<file path="src/rtl/seg_scan4.sv">
// ============================================================================
// seg_scan4 : four-digit multiplexed seven-segment driver with frame snapshot
// Revision 1.0 - initial release
// ============================================================================
`default_nettype none

module seg_scan4 #(
  parameter int CLK_DIV = 100000
) (
  input  logic        System_clk,
  input  logic        rst_n,
  input  logic [15:0] digits,
  input  logic [3:0]  dp_in,
  input  logic        blank_en,
  input  logic        en,
  output logic [3:0]  ano,
  output logic [6:0]  leds,
  output logic        dp,
  output logic        frame_done
);

  localparam int             DIV_W    = (CLK_DIV > 2) ? $clog2(CLK_DIV) : 1;
  localparam logic [DIV_W-1:0] DIV_LAST = DIV_W'(CLK_DIV - 1);

  logic [DIV_W-1:0] r_div_cnt;
  logic [1:0]       r_idx;
  logic [19:0]      r_snap;
  logic             r_run;
  logic [3:0]       r_ano;
  logic [6:0]       r_leds;
  logic             r_dp;
  logic             r_frame_done;

  logic             w_tick;
  logic             w_load;
  logic [19:0]      w_src;
  logic [1:0]       w_next_idx;
  logic [3:0]       w_digit;
  logic [3:0]       w_lz;
  logic [3:0]       w_dp_bits;
  logic [6:0]       w_seg;
  logic             w_dp;

  function automatic logic [6:0] decode(input logic [3:0] bcd);
    logic [6:0] seg;
    case (bcd)
      4'd0:    seg = 7'b1000000;
      4'd1:    seg = 7'b1111001;
      4'd2:    seg = 7'b0100100;
      4'd3:    seg = 7'b0110000;
      4'd4:    seg = 7'b0011001;
      4'd5:    seg = 7'b0010010;
      4'd6:    seg = 7'b0000010;
      4'd7:    seg = 7'b1111000;
      4'd8:    seg = 7'b0000000;
      4'd9:    seg = 7'b0010000;
      default: seg = 7'b1111111;
    endcase
    return seg;
  endfunction

  always_comb begin
    w_tick     = (r_div_cnt == DIV_LAST);
    w_load     = w_tick && (r_idx == 2'd3);
    // The frame's first digit is drawn from the data being captured this edge.
    w_src      = w_load ? {dp_in, digits} : r_snap;
    w_next_idx = r_idx + 2'd1;
    w_dp_bits  = w_src[19:16];
    w_digit    = 4'h0;
    case (w_next_idx)
      2'd0: w_digit = w_src[3:0];
      2'd1: w_digit = w_src[7:4];
      2'd2: w_digit = w_src[11:8];
      2'd3: w_digit = w_src[15:12];
      default: w_digit = 4'h0;
    endcase
    w_lz[3] = blank_en && (w_src[15:12] == 4'h0);
    w_lz[2] = w_lz[3] && (w_src[11:8] == 4'h0);
    w_lz[1] = w_lz[2] && (w_src[7:4] == 4'h0);
    w_lz[0] = 1'b0;
    w_seg   = w_lz[w_next_idx] ? 7'b1111111 : decode(w_digit);
    w_dp    = ~w_dp_bits[w_next_idx];
  end

  always_ff @(posedge System_clk or negedge rst_n) begin
    if (!rst_n) begin
      r_div_cnt    <= '0;
      r_idx        <= 2'd3;
      r_snap       <= '0;
      r_run        <= 1'b0;
      r_ano        <= 4'b1111;
      r_leds       <= 7'b1111111;
      r_dp         <= 1'b1;
      r_frame_done <= 1'b0;
    end else begin
      r_div_cnt    <= w_tick ? '0 : r_div_cnt + DIV_W'(1);
      // No digit-3 slot precedes the very first tick, so no pulse there.
      r_frame_done <= w_load && r_run;
      if (w_tick) begin
        r_idx  <= w_next_idx;
        r_run  <= 1'b1;
        r_ano  <= en ? ~(4'b0001 << w_next_idx) : 4'b1111;
        r_leds <= w_seg;
        r_dp   <= w_dp;
      end
      if (w_load) begin
        r_snap <= {dp_in, digits};
      end
    end
  end

  assign ano        = r_ano;
  assign leds       = r_leds;
  assign dp         = r_dp;
  assign frame_done = r_frame_done;

endmodule

`default_nettype wire

</file>
<file path="config.mk">
export PLATFORM = sky130hd
export DESIGN_NAME = seg_scan4
export DESIGN_NICKNAME = d
export VERILOG_FILES = /design/src/rtl/seg_scan4.sv
export SDC_FILE = /design/constraint.sdc
export NUM_CORES = 1
export LEC_CHECK = 0
export ABC_AREA = 1
export CAP_MARGIN = 10
export CORE_UTILIZATION = 56
export CTS_CLUSTER_DIAMETER = 60
export DETAILED_ROUTE_END_ITERATION = 12
export PLACE_DENSITY = 0.77
export SLEW_MARGIN = 20
export SYNTH_ARGS = -nofsm -noshare
export SYNTH_HDL_FRONTEND = slang
export SYNTH_SLANG_ARGS = --single-unit
export TNS_END_PERCENT = 5
</file>
<file path="constraint.sdc">
create_clock -name System_clk -period 3.1 [get_ports System_clk]
set_input_delay 0.31 -clock System_clk [delete_from_list [all_inputs] [get_ports System_clk]]
set_output_delay 0.31 -clock System_clk [all_outputs]
set_load 0.01 [all_outputs]
</file>
==> flow_metrics.py <==
metrics = {
    "run_status": {
        "status": "finished, violations left",
        "failed_checks": "hold timing",
    },
    "cts": {
        "clockRootBuffer": "clkbuf_8",
        "ctsResizeCount": 0,
        "cts_tree": "yes",
        "cts_num_sinks": 53,
        "cts_buffer_depth": 2,
        "post_cts_buffers": 0,
        "worst_skew_pair.late_latency_ns": 0.31,
        "htreeDepth": 2,
        "ctsHoldBuffers": 0,
        "numCtsBuffers": 5,
        "path_clk_slew_ns": 0.09,
    },
    "global_route": {
        "grt_pass1_vias": 2550,
        "grt_max_degree": 48,
        "grt_pass1_wl_um": 11700,
        "grt_overflow": 0,
        "antenna_found_initial": 0,
        "grt_usage": 0.2485,
    },
    "cells_and_area": {
        "area_delta_synth_final_pct": 16.26,
        "nFillCells": 459,
        "multi_input_area_um2": 1528,
        "drive_gt1_frac": 0.1828,
        "nNetsFinal": 477,
        "seq_area_um2": 1344,
        "antenna_cells": 0,
    },
    "synthesis": {
        "ys_ff_latch": 53,
        "avgSynthCellArea_um2": 7.966,
        "yosys.area.top_type": "dfrtp_1",
        "syn_nets": 436,
        "ys_top_cells_by_area": "dfrtp_1 (31%), dfstp_2 (12%), nand2_1 (11%)",
        "ys_seq_area_frac": 0.4207,
        "synthesis.area_um2": 3194,
        "synth_top_area_frac": 0.3055,
        "synthDistinctLibCells": 37,
        "yosys_warnings": 0,
        "syn-instance-count": 401,
    },
    "placement": {
        "dp_worst_setup_slack_ns": 0.4730,
        "io_buffer_count": 36,
        "gp_congestion": 0.8937,
        "dpl.hpwl_um": 5115,
    },
    "job": {
        "max_cap_viol_count": 0,
    },
    "critical_path": {
        "critical_path_required_ns": 3.35,
        "slowest_delay_ns": 0.37,
        "crit_family": "simple AND/OR/NAND/NOR gates",
        "crit_path_max_fanout": 15,
        "crit_chain": "ha_1 > nand3_4 > nor2_8 > nand4_4 > clkinv_2 > nand2_1 > nand2_1 > nor2_1 > nor2_2 > inv_1 > ha_1 > nand3_1 > nand3_1 > nand3_1 > nand2_1 > inv_1",
        "path_buf_inv": 3,
        "slowest_stage": "dfrtp_1",
        "crit_arrival_ns": 2.93,
        "critPathKind": "reg -> reg",
        "startpoint_type": "flop",
        "worst_setup_path_end_kind": "flop",
    },
    "drt": {
        "drtAntennaViolNets": 0,
        "detail_route.wl_per_cell_um": 13.23,
        "vias": 2609,
        "dr.first_iter.drc_count": 129,
        "dr.pass1.iters": 4,
        "post-route-drc-count": 0,
        "drt-total-wl_um": 6811,
        "via_per_inst": 5.066,
    },
    "timing": {
        "setup_viol": 0,
        "finClkSkew_ns": 0.006256,
        "period_share": 0.8622,
        "hold_viol": 4,
        "min_period_ns": 2.673,
        "grt_setup_unrepaired": "no",
        "maxSlewHeadroom": 0.6085,
        "tightest_slew_ns": 0.5873,
        "tns_ns": 0,
        "fmax_mhz": 374.1,
        "fin_ws_ns": 0.4272,
        "hold_slack_ns": -0.006815,
        "report.final.slew_viol_count": 0,
    },
    "die": {
        "die_y_um": 77.53,
        "dieArea_um2": 6010,
        "row_count": 27,
        "dieWidth_um": 77.53,
        "core_um2": 5507,
        "io_pins": 37,
        "start_util": 0.5801,
    },
    "power": {
        "leakagePower_nw": 1.918,
        "pwr_density_cell_nw_per_um2": 302.2,
        "ir_drop_mv": 0.2011,
    },
    "hold_path": {
        "min_path_type": "in -> async",
    },
}
[cell families (layout without fill, tap and decap cells)]
logic type,count (synthesis),after routing,synth area share
DFF,53,53,0.4207
and+or+nand+nor,230,230,0.3796
buffers and inverters,81,123,0.1011
AOI/OAI and AO/OA,23,23,0.04740
xor gates and xnor gates,3,3,0.008227
adders and majority gates,11,11,0.04309
[cells in the final DEF (no fill, tap or decap), types with 7 or more instances in the layout]
cell / Yosys / routed
nand2_1: 93 / 93
inv_1: 68 / 68
nor2_1: 39 / 39
dfrtp_1: 39 / 39
clkdlybuf4s50_1: 0 / 35
nand3_1: 30 / 30
nand2_2: 14 / 14
dfstp_2: 14 / 14
nand4_1: 13 / 13
ha_1: 11 / 11
o21ai_0: 8 / 8
or2_2: 8 / 8
inv_2: 7 / 7
nand2_4: 7 / 7
[worst paths after layout]
path                         startpoint       endpoint  slack, ns  cells past startpoint
max                        r_div_cnt[0]        leds[3]       0.43                     16
min                               rst_n  r_div_cnt[10]     -0.007                      1
max reg2reg                r_div_cnt[0]        leds[3]       0.43                     16
min reg2reg                       r_run          r_run       0.47                      2
max in group asynchronous         rst_n        leds[3]       2.46                      2
min in group System_clk           r_run          r_run       0.47                      2
[cells in the mapped netlist (all sizes together)]
| cell | n |
|---|---|
| nand4 | 14 |
| or2 | 8 |
| o21a | 3 |
| xor2 | 3 |
| nand3b | 1 |
| buf | 1 |
| nand3 | 36 |
| dfrtp | 39 |
| clkbuf | 3 |
| and2 | 3 |
| o211ai | 1 |
| nor3 | 5 |
| nand2 | 114 |
| inv | 75 |
| dfstp | 14 |
| o21ai | 11 |
| a2bb2oi | 2 |
| clkinv | 2 |
| nor4 | 1 |
| ha | 11 |
| a21oi | 6 |
| nor2 | 48 |
[metrics by stage]
stage | utilization | power (mW) | hold WS, ns | area, µm² | cells
after CTS | 0.6739 | 1.132 | 0.2137 | 3711 | 515
final | 0.6744 | 1.122 | -0.006815 | 3714 | 515
after global placement | 0.6587 | 0.7546 | 0.4368 | 3627 | 507
after global routing | 0.6744 | 1.160 | 0.05330 | 3714 | 515
after detailed placement | 0.6587 | 0.7542 | 0.4468 | 3627 | 507
after floorplan | - | 0.7080 | 0.01441 | 3194 | 401
[power breakdown]
group / total [mW] / internal, mW / switching [mW]
clock network: 0.381 / 0.160 / 0.221
logic: 0.0493 / 0.0270 / 0.0224
registers: 0.692 / 0.692 / 0
total: 1.12 / 0.879 / 0.243
[layout make-up]
class	instances	share of cell area
sequential	53	0.3619
clock buffer	7	0.02055
timing repair buffer	38	0.1004
tap	72	0.02426
inverter	77	0.07951
multi-input combinational	267	0.4114
clock inverter	1	0.002022
[per-layer routing]
layer,up-vias,share of wire,routed length [µm],GRT usage
met1,1223,0.48,3271,0.3423
met2,52,0.47,3191,0.4009
met5,-,0,0,0
met4,0,0.018,123,0.07736
met3,12,0.033,223,0.04118
li1,1322,-,-,-
[sequential cells by signal (all words and copies together), names as in the netlist, named ones only]
register	flops
r_snap	19
r_div_cnt	17
leds	7
ano	4
r_idx	2
dp	1
frame_done	1
r_run	1
(Power assumes the default switching activity.)
